===== config.mk =====
export PLATFORM = sky130hd
export DESIGN_NAME = cva6v_vfabric_req_sequencer
export DESIGN_NICKNAME = d
export VERILOG_FILES = /design/src/rtl/cva6v_vfabric_seq_pkg.sv /design/src/rtl/cva6v_vfabric_rsp_fifo.sv /design/src/rtl/cva6v_vfabric_req_sequencer.sv
export SDC_FILE = /design/constraint.sdc
export NUM_CORES = 1
export LEC_CHECK = 0
export ABC_CLOCK_PERIOD_IN_PS = 4100
export BUFFER_PORTS_ARGS = -buffer_cell sky130_fd_sc_hd__buf_2
export CAP_MARGIN = 15
export CORE_MARGIN = 2
export CORE_UTILIZATION = 30
export CTS_CLUSTER_SIZE = 16
export DETAILED_ROUTE_END_ITERATION = 16
export GPL_ROUTABILITY_DRIVEN = 0
export PLACE_DENSITY = 0.57
export SETUP_SLACK_MARGIN = 0.4
export SYNTH_ARGS = -nofsm -noshare
export SYNTH_HDL_FRONTEND = slang
export SYNTH_SLANG_ARGS = --single-unit

===== constraint.sdc =====
create_clock -name clk_i -period 4.1 [get_ports clk_i]
set_input_delay 1.23 -clock clk_i [delete_from_list [all_inputs] [get_ports clk_i]]
set_output_delay 1.23 -clock clk_i [all_outputs]
set_load 0.02 [all_outputs]

===== src/rtl/cva6v_vfabric_seq_pkg.sv =====
// Shared types and default sizing for the vector fabric request sequencer.
package cva6v_vfabric_seq_pkg;

    localparam int unsigned DefAddrWidth = 32;
    localparam int unsigned DefDataWidth = 32;
    localparam int unsigned DefCntWidth  = 16;
    localparam int unsigned DefRspDepth  = 4;

    localparam int unsigned StrbWidth   = DefDataWidth / 8;
    localparam int unsigned CreditWidth = $clog2(DefRspDepth + 1);

    typedef enum logic [1:0] {
        IDLE,
        ISSUE,
        DRAIN
    } state_e;

    typedef struct packed {
        logic [DefAddrWidth-1:0] base;
        logic [DefAddrWidth-1:0] stride;
        logic [DefCntWidth-1:0]  count;
        logic                    write;
    } cmd_t;

    // Counter width able to hold 0..depth inclusive.
    function automatic int unsigned credit_width(input int unsigned depth);
        return $clog2(depth + 1);
    endfunction

endpackage


===== src/rtl/cva6v_vfabric_rsp_fifo.sv =====
// Synchronous read-data FIFO with occupancy count; async active-high reset.
module cva6v_vfabric_rsp_fifo #(
    parameter int unsigned Width = 32,
    parameter int unsigned Depth = 4,
    parameter int unsigned CntW  = 3
) (
    input  logic             clk,
    input  logic             rst,
    input  logic             push,
    input  logic [Width-1:0] push_data,
    input  logic             pop,
    output logic [Width-1:0] pop_data,
    output logic [CntW-1:0]  count,
    output logic             full,
    output logic             empty
);

    localparam int unsigned PtrW = (Depth > 1) ? $clog2(Depth) : 1;

    logic [Width-1:0] mem [Depth];
    logic [PtrW-1:0]  wr_ptr;
    logic [PtrW-1:0]  rd_ptr;
    logic             do_push;
    logic             do_pop;

    function automatic logic [PtrW-1:0] next_ptr(input logic [PtrW-1:0] p);
        return (p == PtrW'(Depth - 1)) ? '0 : p + PtrW'(1);
    endfunction

    assign full     = (count == CntW'(Depth));
    assign empty    = (count == '0);
    assign do_push  = push & ~full;
    assign do_pop   = pop & ~empty;
    assign pop_data = mem[rd_ptr];

    always_ff @(posedge clk) begin
        if (do_push) begin
            mem[wr_ptr] <= push_data;
        end
    end

    always_ff @(posedge clk or posedge rst) begin
        if (rst) begin
            wr_ptr <= '0;
            rd_ptr <= '0;
            count  <= '0;
        end else begin
            if (do_push) wr_ptr <= next_ptr(wr_ptr);
            if (do_pop)  rd_ptr <= next_ptr(rd_ptr);
            case ({do_push, do_pop})
                2'b10:   count <= count + CntW'(1);
                2'b01:   count <= count - CntW'(1);
                default: count <= count;
            endcase
        end
    end

endmodule


===== src/rtl/cva6v_vfabric_req_sequencer.sv =====
// Sequences one strided vector command into element requests on a fixed-latency
// fabric port; read data is buffered so the consumer may stall without losing responses.
module cva6v_vfabric_req_sequencer
    import cva6v_vfabric_seq_pkg::*;
#(
    parameter int unsigned AddrWidth             = DefAddrWidth,
    parameter int unsigned DataWidth             = DefDataWidth,
    parameter int unsigned CntWidth              = DefCntWidth,
    parameter int unsigned RspDepth              = DefRspDepth,
    parameter int unsigned MemoryResponseLatency = 1
) (
    input  logic                   clk_i,
    input  logic                   rst_i,
    input  logic                   cmd_valid_i,
    output logic                   cmd_ready_o,
    input  logic [AddrWidth-1:0]   cmd_base_i,
    input  logic [AddrWidth-1:0]   cmd_stride_i,
    input  logic [CntWidth-1:0]    cmd_count_i,
    input  logic                   cmd_write_i,
    input  logic                   wdata_valid_i,
    input  logic [DataWidth-1:0]   wdata_i,
    input  logic [DataWidth/8-1:0] wstrb_i,
    output logic                   wdata_ready_o,
    output logic                   req_q_valid_o,
    input  logic                   req_q_ready_i,
    output logic [AddrWidth-1:0]   req_addr_o,
    output logic                   req_write_o,
    output logic [DataWidth-1:0]   req_data_o,
    output logic [DataWidth/8-1:0] req_strb_o,
    input  logic                   rsp_p_valid_i,
    input  logic [DataWidth-1:0]   rsp_data_i,
    output logic                   rdata_valid_o,
    output logic [DataWidth-1:0]   rdata_o,
    input  logic                   rdata_ready_i,
    output logic                   busy_o,
    output logic                   done_o
);

    localparam int unsigned CredW = credit_width(RspDepth);

    state_e                           state_q, state_d;
    cmd_t                             cmd_q;
    logic [AddrWidth-1:0]             cur_addr_q;
    logic [CntWidth-1:0]              remaining_q;
    logic [CredW-1:0]                 inflight_q;
    logic [CredW-1:0]                 fifo_count;
    logic [CredW:0]                   credit_sum;
    logic [MemoryResponseLatency-1:0] lat_q;
    logic done_q, done_d;
    logic cmd_hs, req_hs, read_hs, credit_ok;
    logic fifo_pop, fifo_empty, fifo_full;

    // Credits come from registered counts only, keeping rdata_ready_i off the request path.
    assign credit_sum = {1'b0, inflight_q} + {1'b0, fifo_count};
    assign credit_ok  = credit_sum < (CredW + 1)'(RspDepth);
    assign cmd_hs     = cmd_valid_i & cmd_ready_o;
    assign req_hs     = req_q_valid_o & req_q_ready_i;
    assign read_hs    = req_hs & ~cmd_q.write;
    assign fifo_pop   = rdata_valid_o & rdata_ready_i;

    assign rdata_valid_o = ~fifo_empty;
    assign busy_o        = (state_q != IDLE);
    assign done_o        = done_q;

    always_ff @(posedge clk_i or posedge rst_i) begin
        if (rst_i) state_q <= IDLE;
        else       state_q <= state_d;
    end

    always_comb begin
        state_d       = state_q;
        done_d        = 1'b0;
        cmd_ready_o   = 1'b0;
        req_q_valid_o = 1'b0;
        req_addr_o    = '0;
        req_write_o   = 1'b0;
        req_data_o    = '0;
        req_strb_o    = '0;
        wdata_ready_o = 1'b0;
        case (state_q)
            IDLE: begin
                cmd_ready_o = 1'b1;
                if (cmd_valid_i) begin
                    if (cmd_count_i == '0) done_d  = 1'b1;
                    else                   state_d = ISSUE;
                end
            end
            ISSUE: begin
                req_addr_o  = cur_addr_q;
                req_write_o = cmd_q.write;
                if (cmd_q.write) begin
                    req_q_valid_o = wdata_valid_i;
                    req_data_o    = wdata_i;
                    req_strb_o    = wstrb_i;
                    wdata_ready_o = wdata_valid_i & req_q_ready_i;
                end else begin
                    req_q_valid_o = credit_ok;
                end
                if (req_q_valid_o && req_q_ready_i && remaining_q == CntWidth'(1)) begin
                    if (cmd_q.write) begin
                        state_d = IDLE;
                        done_d  = 1'b1;
                    end else begin
                        state_d = DRAIN;
                    end
                end
            end
            DRAIN: begin
                // Exit on the cycle the last element leaves so done_o follows the final pop directly.
                if (inflight_q == '0 &&
                    (fifo_empty || (fifo_count == CredW'(1) && fifo_pop))) begin
                    state_d = IDLE;
                    done_d  = 1'b1;
                end
            end
            default: state_d = IDLE;
        endcase
    end

    always_ff @(posedge clk_i or posedge rst_i) begin
        if (rst_i) begin
            cmd_q       <= '0;
            cur_addr_q  <= '0;
            remaining_q <= '0;
            inflight_q  <= '0;
            lat_q       <= '0;
            done_q      <= 1'b0;
        end else begin
            done_q <= done_d;
            lat_q  <= (lat_q << 1) | MemoryResponseLatency'(read_hs);
            if (cmd_hs) begin
                cmd_q       <= '{base: cmd_base_i, stride: cmd_stride_i,
                                 count: cmd_count_i, write: cmd_write_i};
                cur_addr_q  <= cmd_base_i;
                remaining_q <= cmd_count_i;
            end else if (req_hs) begin
                cur_addr_q  <= cur_addr_q + cmd_q.stride;
                remaining_q <= remaining_q - CntWidth'(1);
            end
            case ({read_hs, rsp_p_valid_i})
                2'b10:   inflight_q <= inflight_q + CredW'(1);
                2'b01:   inflight_q <= inflight_q - CredW'(1);
                default: inflight_q <= inflight_q;
            endcase
        end
    end

    cva6v_vfabric_rsp_fifo #(
        .Width (DataWidth),
        .Depth (RspDepth),
        .CntW  (CredW)
    ) u_rsp_fifo (
        .clk       (clk_i),
        .rst       (rst_i),
        .push      (rsp_p_valid_i),
        .push_data (rsp_data_i),
        .pop       (fifo_pop),
        .pop_data  (rdata_o),
        .count     (fifo_count),
        .full      (fifo_full),
        .empty     (fifo_empty)
    );

    a_rsp_has_credit: assert property (@(posedge clk_i) disable iff (rst_i)
        rsp_p_valid_i |-> inflight_q != '0);
    a_rsp_no_overflow: assert property (@(posedge clk_i) disable iff (rst_i)
        rsp_p_valid_i |-> !fifo_full);
    a_rsp_latency: assert property (@(posedge clk_i) disable iff (rst_i)
        rsp_p_valid_i |-> lat_q[MemoryResponseLatency-1]);
    a_first_addr: assert property (@(posedge clk_i) disable iff (rst_i)
        (state_q == ISSUE && remaining_q == cmd_q.count) |-> cur_addr_q == cmd_q.base);

endmodule

== Yosys cells after proc, flatten, opt, wreduce, memory -nomap -nowiden ==
Memories as Yosys holds them, arrays and structs flattened.
Index checks and enable logic that the tools add are counted.
Storage, ports and cells
  bits of input ports: 156
  ROM bits: 0
  memories: 1
  word-level logic and storage cells: 94
  bits in writable memories: 128
  bits in registers: 94
  latch bits: 0
Memory list
  u_rsp_fifo.mem: depth 4, width 32, rd ports 1, clocked after Yosys merged registers in 0, write ports 1, line cva6v_vfabric_rsp_fifo.sv:20  | logic [Width-1:0] mem [Depth];
Cells by class
  order comparisons: 1
  $add $sub $neg: 9
  divide/modulo/power cells: 0
  shifts and indexed selects: 0
  bitwise gates (word level): 10
  equality and inequality tests: 15
  reduce and logical (&&, ||, !) cells: 14
  multiplexer cells: 34
  multiply operators: 0
Operator list (number)
  32-bit two-way mux: 5
  32-bit adder: 1
  16-bit two-way mux: 2
  16-bit by 1-bit equality test with 1-bit output (second input constant): 1
  16-bit logical NOT: 1
  16-bit by 1-bit subtractor with 16-bit output (second input constant): 1
  1-bit two-way mux: 14
  2-bit two-way mux: 7
  3-bit one-hot mux with 2 select lines: 2
  2-bit equality test (second input constant): 5
  4-bit two-way mux: 2
  2-bit inequality test (second input constant): 4
  2-bit nonzero test: 4
  1-bit bitwise AND: 7
  3-bit by 1-bit adder with 3-bit output (second input constant): 2
  2-bit by 1-bit equality test with 1-bit output (second input constant): 3
  3-bit logical NOT: 2
  2-bit one-hot mux with 3 select lines: 1
  3-bit by 1-bit subtractor with 3-bit output (second input constant): 2
  2-bit by 1-bit adder with 2-bit output (second input constant): 2
  3-bit by 3-bit adder with 4-bit output: 1
  1-bit logical AND: 4
  4-bit by 3-bit less-than comparator with 1-bit output (second input constant): 1
  4-bit AND reduction: 1
  other kinds (6): 8

== Depth between registers and ports, before layout ==
Gate-level depths: netlist of run 1.
  word-level depth: 9
  gate-level depth with buffers: 11
  depth with buffers taken out: 11

== Modules after synthesis ==
A second synthesis of run 1 with hierarchy kept.
Second synthesis, totals
  cells, all modules: 975
  area, all modules: 11355.9 µm²
Modules (own cells, without submodules)
  cva6v_vfabric_req_sequencer: cells an instance 766, times used 1, area each 6236.0 µm², sequential area each 2177.1 µm²
  cva6v_vfabric_rsp_fifo: cells an instance 209, times used 1, area each 5119.9 µm², sequential area each 4018.9 µm²

== Worst setup path after synthesis of run 1 ==
OpenSTA, ideal clock, no wires.
  path type: register to output
  start: register u_rsp_fifo.rd_ptr[0]
  end: output rdata_o[10]
  setup slack: 1027 ps
  stages on the path, launching flop included: 4
  arrival time: 1843 ps
  cell sequence: dfrtp_1 clkbuf_1 buf_1 mux4_2
On the way
  word-level cells in the longest chain between the ends: 1
RTL lines
  start: declaration: line cva6v_vfabric_rsp_fifo.sv:22  | logic [PtrW-1:0] rd_ptr;
  start signal: assignment: line cva6v_vfabric_rsp_fifo.sv:49  | if (do_pop) rd_ptr <= next_ptr(rd_ptr);
  memory read 4 x 32 bit
  end: declaration: line cva6v_vfabric_req_sequencer.sv:33  | output logic [DataWidth-1:0] rdata_o,
Every way passes these cells.

== Final worst setup path of run 1 ==
  start: register state_q[0]
  end: output req_addr_o[0]
On the way
  word-level cells in the longest chain between the ends: 2
RTL lines
  start: declaration: line cva6v_vfabric_req_sequencer.sv:41  | state_e state_q, state_d;
  start signal: assignment: line cva6v_vfabric_req_sequencer.sv:67  | else state_q <= state_d;
  2-bit by 1-bit equality test with 1-bit output: line cva6v_vfabric_req_sequencer.sv:80  | case (state_q)
  32-bit two-way mux: line cva6v_vfabric_req_sequencer.sv:80
  end: declaration: line cva6v_vfabric_req_sequencer.sv:26  | output logic [AddrWidth-1:0] req_addr_o,
Every way passes these cells.

==> results by group, run 1 <==
Setup path
  • Crit Path Class: reg -> out
  • Worst Path Max Fanout: 39
  • Reg-to-reg endpoint: cur_addr_q[24]
  • Required time worst endpoint: 2.87 ns
  • Crit path DAT: 2.24 ns
  • Reg2reg start: cmd_q[17]
  • Endpoint type of the worst setup path: output pin
  • Worst setup startpoint: state_q[0]
  • Worst reg2reg path depth: 11
  • CP Launch Type: flop
  • FF-to-FF setup slack: 1.07 ns

Pwr
  • Sw Pwr: 4220 uW
  • Net Sw Frac: 39.5%
  • Sequential power share: 32.4%
  • Static Leak: 0.00598 uW
  • PnR Total Power: 10700 uW
  • Internal power: 6460 uW
  • Clock power share: 21.8%
  • Power share of the combinational group: 45.8%
  • Peak VDD IR: 0.000374 V
  • P per Cell Area: 782 nW/um2

Min path
  • Worst hold path stage count: 2
  • Hold Path Class: reg -> reg
  • Worst Hold End: cmd_q[30]
  • HP Start: cmd_q[30]

Cells and area
  • Post-route cell area: 13700 um2
  • Area delta synth->final: 25.2%
  • Nets: 1386
  • Layout cell share with drive strength beyond 1: 29.9%
  • Fillcell total: 3536

Die
  • Initial core utilization: 30.6%
  • Area of the core: 35700 um2
  • Die area: 38000 um2
  • Die Span X: 195 um
  • Std-Cell Rows: 69
  • Die H: 195 um
  • I/O pins: 263

Timing
  • Final worst-path cycle share: 84.6%
  • RSZ-0062 raised after global routing: no
  • # setup viols final: 0
  • Final hold violation count: 0
  • Period minus WS final: 3.47 ns
  • Slew @ Worst Pin: 0.809 ns
  • Final Slew Violations: 0
  • Worst Hold Slack: 0.483 ns
  • Achievable Freq: 0.288 GHz
  • Clock skew: 0.00955 ns
  • Slew margin rel.: 45.6%
  • Total negative slack: 0 ns

Placement
  • Count of input and output buffers: 262
  • HPWL after DPL: 20700 um
  • Dpl cell area: 12800 um2

Route
  • Met2 wire len: 13600 um
  • Routed WL per cell: 17.2 um
  • DR iter-0 viols: 375
  • Via count: 8177
  • Routed WL: 28700 um
  • Final routed DRC violation total: 0
  • Met3 wire length: 1680 um
  • Met1 Routed Length: 12600 um
  • First-pass DRT Iterations: 5
  • Top sig layer: met5
  • ANT nets after route: 0
  • Vias per std cell: 4.91

Synth
  • FFs w/ async S/R, synth: 42.3%
  • Avg Cell Area, Syn: 11.8 um2
  • Synthesized area: 10900 um2
  • Top_reg_cell synth: edfxtp_1
  • Netlist cell types: 59
  • Post-synth top cells: nand2_1, edfxtp_1, dfrtp_1
  • Top cell type's share of synthesized area: 35.2%
  • Top cells by area, synth: edfxtp_1, dfrtp_1, mux4_2
  • Ys Warns: 0
  • Most common cell in the synthesized netlist: nand2_1
  • Register area share after synthesis: 56.7%
  • #FFs+latches synth: 222
  • Area leader, netlist: edfxtp_1
  • Number of enable flip-flop cells after synthesis: 128
  • Cells after Synth: 923
  • Synthesized net count: 1127

Clock network
  • CTS clk-pin slew, worst paths: 0.06 ns
  • Clock Tree Buf Depth: 3
  • H-tree depth: 1
  • CTS resizes: 0
  • Num Clock Sinks: 222
  • CTS tree: built
  • CTS buffer count: 25
  • CTS Hold Bufs: 0
  • Clk_lat worst skew: 0.53 ns
  • Post-CTS Repair Setup Buffers: 0
  • CTS root buffer: clkbuf_16

Job
  • Max-cap viol count: 0

GRT
  • Tot GR Track Use: 14.9%
  • Grt total ovfl: 0
  • Largest net degree at the start of global routing: 67
  • Initial antenna violation count: 9
  • Vias in the first global route: 8324
  • First-pass GRT wire length: 45500 um

Outcome
  • Status: complete, no violations
==> worst max-delay path: stages, from the launching register on <==
cell and delay [ns]:
dfrtp_1 0.39, nor2b_4 0.53, buf_4 0.42, and2_1 0.19, buf_2 0.16
==> worst max-delay path by stage <==
| stage | to | slack [ns] | depth (start not counted) |
|---|---|---|---|
| floorplan | cmd_q[0] | 0.42 | 1 |
| global placement | req_q_valid_o | 0.84 | 5 |
| detailed placement | req_q_valid_o | 0.84 | 5 |
| CTS | req_addr_o[0] | 0.60 | 4 |
| global route | req_data_o[25] | 0.41 | 4 |
| finish | req_addr_o[0] | 0.63 | 4 |
==> sequential cells by signal, summed over array words and instances, names as in the netlist <==
signal / flops
u_rsp_fifo.rd_ptr: 2
u_rsp_fifo.mem: 128
u_rsp_fifo.wr_ptr: 2
cmd_q: 33
remaining_q: 16
done_o: 1
inflight_q: 3
cur_addr_q: 32
state_q: 2
u_rsp_fifo.count: 3
==> power groups by stage <==
stage | Combinational (uW) | Clock [uW] | Sequential [uW]
finish | 4900 | 2330 | 3460
detailed placement | 4920 | 0 | 3500
CTS | 4940 | 2410 | 3460
floorplan | 3620 | 0 | 3340
global placement | 4850 | 0 | 3480
global route | 5440 | 2500 | 3540
==> logic make-up after synthesis <==
| family | after synthesis | synth area share [%] |
|---|---|---|
| muxes | 36 | 6.98 |
| and+or+nand+nor | 320 | 14.2 |
| AOI/OAI and AO/OA | 195 | 11.4 |
| DFF | 222 | 56.7 |
| xor gates and xnor gates | 35 | 2.81 |
| buffers and inverters | 67 | 2.31 |
| adders and majority gates | 48 | 5.64 |
==> metal layers <==
layer  global-route usage [%]  vias up
li1                         -     3932
met1                     19.7     3943
met2                     25.1      243
met3                     3.16       49
met4                     3.68       10
met5                        0        -
==> layout by cell type (no fill, tap or decap), types with 7 or more instances in the layout <==
| cell type | netlist | routed |
|---|---|---|
| a21oi_1 | 36 | 36 |
| a22oi_1 | 29 | 29 |
| nor4_1 | 10 | 10 |
| nand2b_1 | 7 | 7 |
| o21ai_0 | 36 | 36 |
| nand2_1 | 145 | 145 |
| and3_1 | 38 | 38 |
| and2_1 | 37 | 36 |
| clkbuf_16 | 0 | 25 |
| xnor2_1 | 23 | 23 |
| nor2_1 | 42 | 41 |
| dfrtp_1 | 94 | 93 |
| nand3_1 | 10 | 10 |
| ha_1 | 46 | 46 |
| nor3_1 | 9 | 9 |
| xor2_1 | 12 | 12 |
| edfxtp_1 | 128 | 128 |
| o21ai_1 | 29 | 29 |
| mux4_2 | 32 | 32 |
| a21o_1 | 11 | 11 |
| buf_2 | 1 | 262 |
| inv_1 | 23 | 22 |
| buf_4 | 0 | 12 |
==> metrics by stage <==
step | cells | util [%] | setup WS, ns
2_1_floorplan | 923 | - | 0.421
3_3_place_gp | 1616 | 35.8 | 0.842
3_5_place_dp | 1616 | 35.8 | 0.843
4_1_cts | 1662 | 38.2 | 0.597
5_1_grt | 1663 | 38.2 | 0.415
6_report | 1666 | 38.3 | 0.633
==> cell type report <==
class / count / area [um2] / area share (%)
clock buffer: 31 / 678 / 4.96
sequential: 222 / 6200 / 45.3
tap: 461 / 577 / 4.22
clock inverter: 15 / 194 / 1.42
antenna: 4 / 10.0 / 0.0732
inverter: 23 / 88.8 / 0.650
multi-input combinational: 634 / 4490 / 32.8
timing repair buffer: 276 / 1440 / 10.5
No activity file was read; power rests on OpenSTA's default activity.
==> run 2: changes to the inputs <==
--- a/config.mk
+++ b/config.mk
@@ -5,7 +5,7 @@
 export SDC_FILE = /design/constraint.sdc
 export NUM_CORES = 1
 export LEC_CHECK = 0
-export ABC_CLOCK_PERIOD_IN_PS = 4100
+export ABC_CLOCK_PERIOD_IN_PS = 3600
 export BUFFER_PORTS_ARGS = -buffer_cell sky130_fd_sc_hd__buf_2
 export CAP_MARGIN = 15
 export CORE_MARGIN = 2
==> constraint.sdc (replaced) <==
create_clock -name clk_i -period 3.6 [get_ports clk_i]
set_input_delay 1.08 -clock clk_i [delete_from_list [all_inputs] [get_ports clk_i]]
set_output_delay 1.08 -clock clk_i [all_outputs]
set_load 0.02 [all_outputs]
==> results by group, run 2 (same netlist as run 1, synthesis figures left out) <==
Outcome
  • Status: complete, no violations

Setup path
  • Endpoint type of the worst setup path: output pin
  • Crit Path Class: reg -> out
  • CP Launch Type: flop
  • CP Cell Sequence: ha_1 > nor4_1 > a21boi_1 > nor2_1 > buf_2
  • Crit path DAT: 1.97 ns
  • Reg2reg start: cmd_q[17]
  • Critical path's slowest cell: dfrtp_1
  • Required time worst endpoint: 2.52 ns
  • Worst Path Max Fanout: 5
  • Crit path largest cell delay: 0.43 ns
  • Worst setup startpoint: u_rsp_fifo.count[2]
  • WP buf/inv: 1
  • CP top delay family: flip-flops

Timing
  • Final Slew Violations: 0
  • # setup viols final: 0
  • Achievable Freq: 0.328 GHz
  • Slew @ Worst Pin: 0.823 ns
  • Final worst-path cycle share: 84.7%
  • Total negative slack: 0 ns
  • Slew margin rel.: 44.6%
  • RSZ-0062 raised after global routing: no
  • Period minus WS final: 3.05 ns
  • Clock skew: 0.00956 ns
  • Final hold violation count: 0

Route
  • ANT nets after route: 0
  • Routed WL: 29100 um
  • Vias per std cell: 4.94
  • Routed WL per cell: 17.4 um
  • Via count: 8275
  • Final routed DRC violation total: 0
  • First-pass DRT Iterations: 4
  • DR iter-0 viols: 517

Cells and area
  • Largest regs: u_rsp_fifo.mem (128), cmd_q (33), cur_addr_q (32)
  • Reg area: 6200 um2
  • Nets: 1393
  • Layout cell share with drive strength beyond 1: 30.5%
  • Area delta synth->final: 26.2%
  • Max reg flops: 128
  • Area of the multi-input gates: 4490 um2
  • Most common cell after layout, fill and taps aside: buf_2
  • Fillcell total: 3507
  • Most flops, register: u_rsp_fifo.mem
  • Most frequent cells in the layout: buf_2, nand2_1, edfxtp_1

GRT
  • Tot GR Track Use: 15.1%
  • Vias in the first global route: 8298
  • First-pass GRT wire length: 46000 um
  • Largest net degree at the start of global routing: 59
  • Initial antenna violation count: 5
  • Grt total ovfl: 0

Pwr
  • Sw Pwr: 4870 uW
  • Peak VDD IR: 0.000359 V
  • Static Leak: 0.00603 uW
  • Internal power: 7390 uW
  • Net Sw Frac: 39.7%
  • Sequential power share: 32.2%
  • Power share of the combinational group: 46.5%
  • P per Cell Area: 889 nW/um2
  • Clock power share: 21.3%
  • PnR Total Power: 12300 uW

Placement
  • Count of input and output buffers: 262
  • HPWL after DPL: 21000 um

Clock network
  • H-tree depth: 1
  • CTS clk-pin slew, worst paths: 0.06 ns
  • Num Clock Sinks: 222
  • CTS tree: built
  • Clk_lat worst skew: 0.53 ns
  • Clock Tree Buf Depth: 3
  • CTS root buffer: clkbuf_16
  • CTS buffer count: 25

Die
  • Die Span X: 195 um
  • Die area: 38000 um2
  • Std-Cell Rows: 69
  • Initial core utilization: 30.6%
  • Die H: 195 um
  • I/O pins: 263
  • Area of the core: 35700 um2

Min path
  • Hold Path Class: in -> async

Job
  • Max-cap viol count: 0
## run 2: changes by cell type in the layout (fill, tap and decap cells not counted)
cell        before  now
buf_12           2    7
buf_4           12   14
bufinv_16        4    3
clkbuf_8         3    4
clkinv_1         2    0
clkinv_2         6    7
clkinvlp_4       1    4
dfrtp_1         93   92
dfrtp_4          0    1
diode_2          4    6
inv_4            1    0
inv_6            1    0
## run 2: per-stage QoR
stage / hold WS [ns] / setup slack, ns / cell area, um2 / std cells / util (%)
floorplan: 0.452 / 0.677 / 10900 / 923 / -
global placement: 0.473 / 0.652 / 12900 / 1619 / 36.0
detailed placement: 0.478 / 0.629 / 12900 / 1619 / 36.0
CTS: 0.458 / 0.479 / 13700 / 1667 / 38.5
global route: 0.467 / 0.410 / 13800 / 1669 / 38.5
finish: 0.474 / 0.552 / 13800 / 1675 / 38.6
## run 2: cell type report
| class | count | share of cell area, % |
|---|---|---|
| timing repair buffer | 283 | 11.3 |
| sequential | 222 | 45.0 |
| inverter | 23 | 0.653 |
| clock buffer | 32 | 5.02 |
| multi-input combinational | 634 | 32.6 |
| antenna | 6 | 0.109 |
| clock inverter | 14 | 1.22 |
| tap | 461 | 4.18 |
## run 2: worst register-to-register path: stages, from the launching register on
cell	delay, ns
dfrtp_1	0.38
ha_1	0.23
inv_1	0.08
fa_1	0.17
nor2b_1	0.07
o2111ai_1	0.29
a31oi_1	0.18
o21ai_1	0.22
a31oi_1	0.21
o41ai_1	0.61
xor2_1	0.23
o21ai_1	0.07
## run 2: power groups by stage
stage,combinational (uW),clock (uW),sequential (uW)
after floorplan,4130,0,3810
after global placement,5560,0,4010
after detailed placement,5630,0,4020
after CTS,5730,2690,3950
after global routing,6320,2790,4040
final,5700,2610,3950
## run 2: path summary, 6_finish.rpt
kind                                        end  slack (ns)  cells after the start
setup / recovery                  req_q_valid_o        0.55                      5
hold / removal                    cur_addr_q[1]        0.47                      2
setup reg to reg                 cur_addr_q[24]        0.75                     11
hold reg to reg                       cmd_q[27]        0.49                      2
max in group asynchronous  u_rsp_fifo.rd_ptr[0]        2.40                      3
min in group clk_i                    cmd_q[27]        0.49                      2
## run 2: routing by layer
| metal | GRT usage [%] | vias up | share of wire (%) |
|---|---|---|---|
| li1 | - | 3933 | - |
| met1 | 21.1 | 4053 | 46 |
| met2 | 24.0 | 242 | 45 |
| met3 | 3.02 | 45 | 6.1 |
| met4 | 4.33 | 2 | 2.9 |
| met5 | 0 | - | 0.038 |
## run 2: repair_timing
item	4_1_cts	5_1_grt
endpoints found under the hold margin	0	0
endpoints found under the setup margin	21	19
setup buffers	2	2
hold buffers	0	0
resized for setup	1	1
gates cloned	0	0
==> run 3: changes to the inputs <==
--- a/config.mk
+++ b/config.mk
@@ -5,7 +5,7 @@
 export SDC_FILE = /design/constraint.sdc
 export NUM_CORES = 1
 export LEC_CHECK = 0
-export ABC_CLOCK_PERIOD_IN_PS = 3600
+export ABC_CLOCK_PERIOD_IN_PS = 2800
 export BUFFER_PORTS_ARGS = -buffer_cell sky130_fd_sc_hd__buf_2
 export CAP_MARGIN = 15
 export CORE_MARGIN = 2
@@ -13,7 +13,7 @@
 export CTS_CLUSTER_SIZE = 16
 export DETAILED_ROUTE_END_ITERATION = 16
 export GPL_ROUTABILITY_DRIVEN = 0
-export PLACE_DENSITY = 0.57
+export PLACE_DENSITY = 0.59
 export SETUP_SLACK_MARGIN = 0.4
 export SYNTH_ARGS = -nofsm -noshare
 export SYNTH_HDL_FRONTEND = slang
==> constraint.sdc (replaced) <==
create_clock -name clk_i -period 2.8 [get_ports clk_i]
set_input_delay 0.84 -clock clk_i [delete_from_list [all_inputs] [get_ports clk_i]]
set_output_delay 0.84 -clock clk_i [all_outputs]
set_load 0.02 [all_outputs]
==> results by group, run 3 (same netlist as run 1, synthesis figures left out) <==
Route
  • DR iter-0 viols: 471
  • First-pass DRT Iterations: 5
  • ANT nets after route: 0
  • Via count: 8782
  • Final routed DRC violation total: 0
  • Routed WL: 33100 um
  • Routed WL per cell: 19.2 um
  • Vias per std cell: 5.09

Timing
  • Final Slew Violations: 0
  • Achievable Freq: 0.368 GHz
  • Worst Hold Slack: 0.385 ns
  • Final worst-path cycle share: 97.0%
  • Clock skew: 0.00725 ns
  • RSZ-0062 raised after global routing: yes
  • Final hold violation count: 0
  • # setup viols final: 0
  • Slew @ Worst Pin: 0.602 ns
  • Period minus WS final: 2.72 ns
  • PnR worst setup slack: 0.0832 ns
  • Total negative slack: 0 ns
  • Slew margin rel.: 59.8%

Cells and area
  • Fillcell total: 3288
  • Most common cell after layout, fill and taps aside: buf_2
  • Nets: 1447
  • Max reg flops: 128
  • Layout cell share with drive strength beyond 1: 43.1%
  • Area delta synth->final: 45.0%
  • Non-filler cells in the finished layout: 1727
  • Post-route cell area: 15800 um2
  • Most flops, register: u_rsp_fifo.mem
  • Most frequent cells in the layout: buf_2, nand2_1, edfxtp_1
  • Largest regs: u_rsp_fifo.mem (128), cmd_q (33), cur_addr_q (32)

Job
  • Max-cap viol count: 0

Die
  • Die area: 38000 um2
  • Die H: 195 um
  • Area of the core: 35700 um2
  • Initial core utilization: 30.6%
  • Std-Cell Rows: 69
  • Die Span X: 195 um
  • I/O pins: 263

GRT
  • Initial antenna violation count: 10
  • Grt total ovfl: 0
  • Largest net degree at the start of global routing: 39
  • Tot GR Track Use: 16.0%
  • Vias in the first global route: 8641
  • First-pass GRT wire length: 48500 um

Setup path
  • FF-to-FF setup slack: 0.33 ns
  • Endpoint type of the worst setup path: output pin
  • Crit path DAT: 1.88 ns
  • Crit Path Class: reg -> out
  • Worst Path Max Fanout: 4
  • Reg2reg start: cur_addr_q[0]
  • Required time worst endpoint: 1.96 ns
  • CP Launch Type: flop
  • Reg-to-reg endpoint: cur_addr_q[28]
  • Worst reg2reg path depth: 12

Placement
  • Dpl cells: 1630
  • HPWL after DPL: 21200 um
  • Post-Place Setup Slack: 0.0502 ns
  • Dpl cell area: 13000 um2
  • Count of input and output buffers: 262

Clock network
  • CTS buffer count: 25
  • CTS root buffer: clkbuf_16
  • Clock Tree Buf Depth: 3
  • CTS tree: built
  • Num Clock Sinks: 222
  • CTS clk-pin slew, worst paths: 0.06 ns
  • Clk_lat worst skew: 0.53 ns
  • H-tree depth: 1
  • CTS Hold Bufs: 0

Outcome
  • Status: complete, no violations

Pwr
  • Peak VDD IR: 0.000627 V
  • P per Cell Area: 1160 nW/um2
  • Static Leak: 0.00668 uW

Min path
  • Hold Path Class: in -> async
## run 3: cell count changes in the layout (fill, tap and decap cells not counted), moves of 7 or more
cell	change
and3_4	+33
and2_1	-34
buf_4	+29
and2_4	+30
buf_6	+105
ha_1	-13
buf_12	+14
and3_1	-33
buf_2	-105
ha_2	+7
## run 3: metal layers
layer,global-route usage [%],up-vias,wire [um]
met2,26.6,349,16000
met1,21.1,4296,13600
met4,4.81,8,990
li1,-,4063,-
met3,3.45,66,2400
met5,0,-,48
## run 3: worst max-delay path by stage
stage	from	endpoint	slack, ns	cells past startpoint
floorplan	u_rsp_fifo.rd_ptr[0]	rdata_o[10]	0.38	3
global placement	cur_addr_q[0]	cur_addr_q[28]	0.12	11
detailed placement	cur_addr_q[0]	cur_addr_q[28]	0.05	11
CTS	u_rsp_fifo.rd_ptr[0]	rdata_o[2]	0.006	4
global route	u_rsp_fifo.count[2]	req_q_valid_o	-0.02	5
finish	u_rsp_fifo.count[1]	req_q_valid_o	0.08	5
## run 3: per-stage QoR
| stage | total power, uW | utilization, % |
|---|---|---|
| 6_report | 18300 | 44.3 |
| 5_1_grt | 19500 | 44.3 |
| 4_1_cts | 17400 | 41.5 |
| 3_5_place_dp | 12500 | 36.4 |
| 3_3_place_gp | 12400 | 36.4 |
| 2_1_floorplan | 10200 | - |
## run 3: where the power goes
part	switching [uW]	total, uW	internal [uW]	leakage, uW
logic	4960	9710	4750	0.00394
registers	682	5140	4450	0.00231
clock network	1330	3490	2170	0.000433
total	6960	18300	11400	0.00668
## run 3: cell type report
cell class              instances  area (um2)  area share [%]
multi-input cells             634        5080            32.1
well taps                     461         577            3.64
flip-flops and latches        222        6200            39.2
repair buffers                337        2990            18.9
clock inverters                14         219            1.38
inverters                      23        90.1           0.569
clock buffers                  31         668            4.22
diodes                          5        12.5          0.0790
## run 3: worst max-delay path, cell delays in order, from the launching register on
cell      delay, ns
dfrtp_1        0.43
ha_1           0.24
nor4_4         0.29
a21boi_2       0.11
nor2_1         0.12
buf_4          0.17
## run 3: timing repair
item | 4_1_cts | 5_1_grt
endpoints found under the setup margin | 125 | 140
setup buffers | 13 | 23
resized for setup | 204 | 164
gates cloned | 5 | 6
pin swaps | 34 | 37
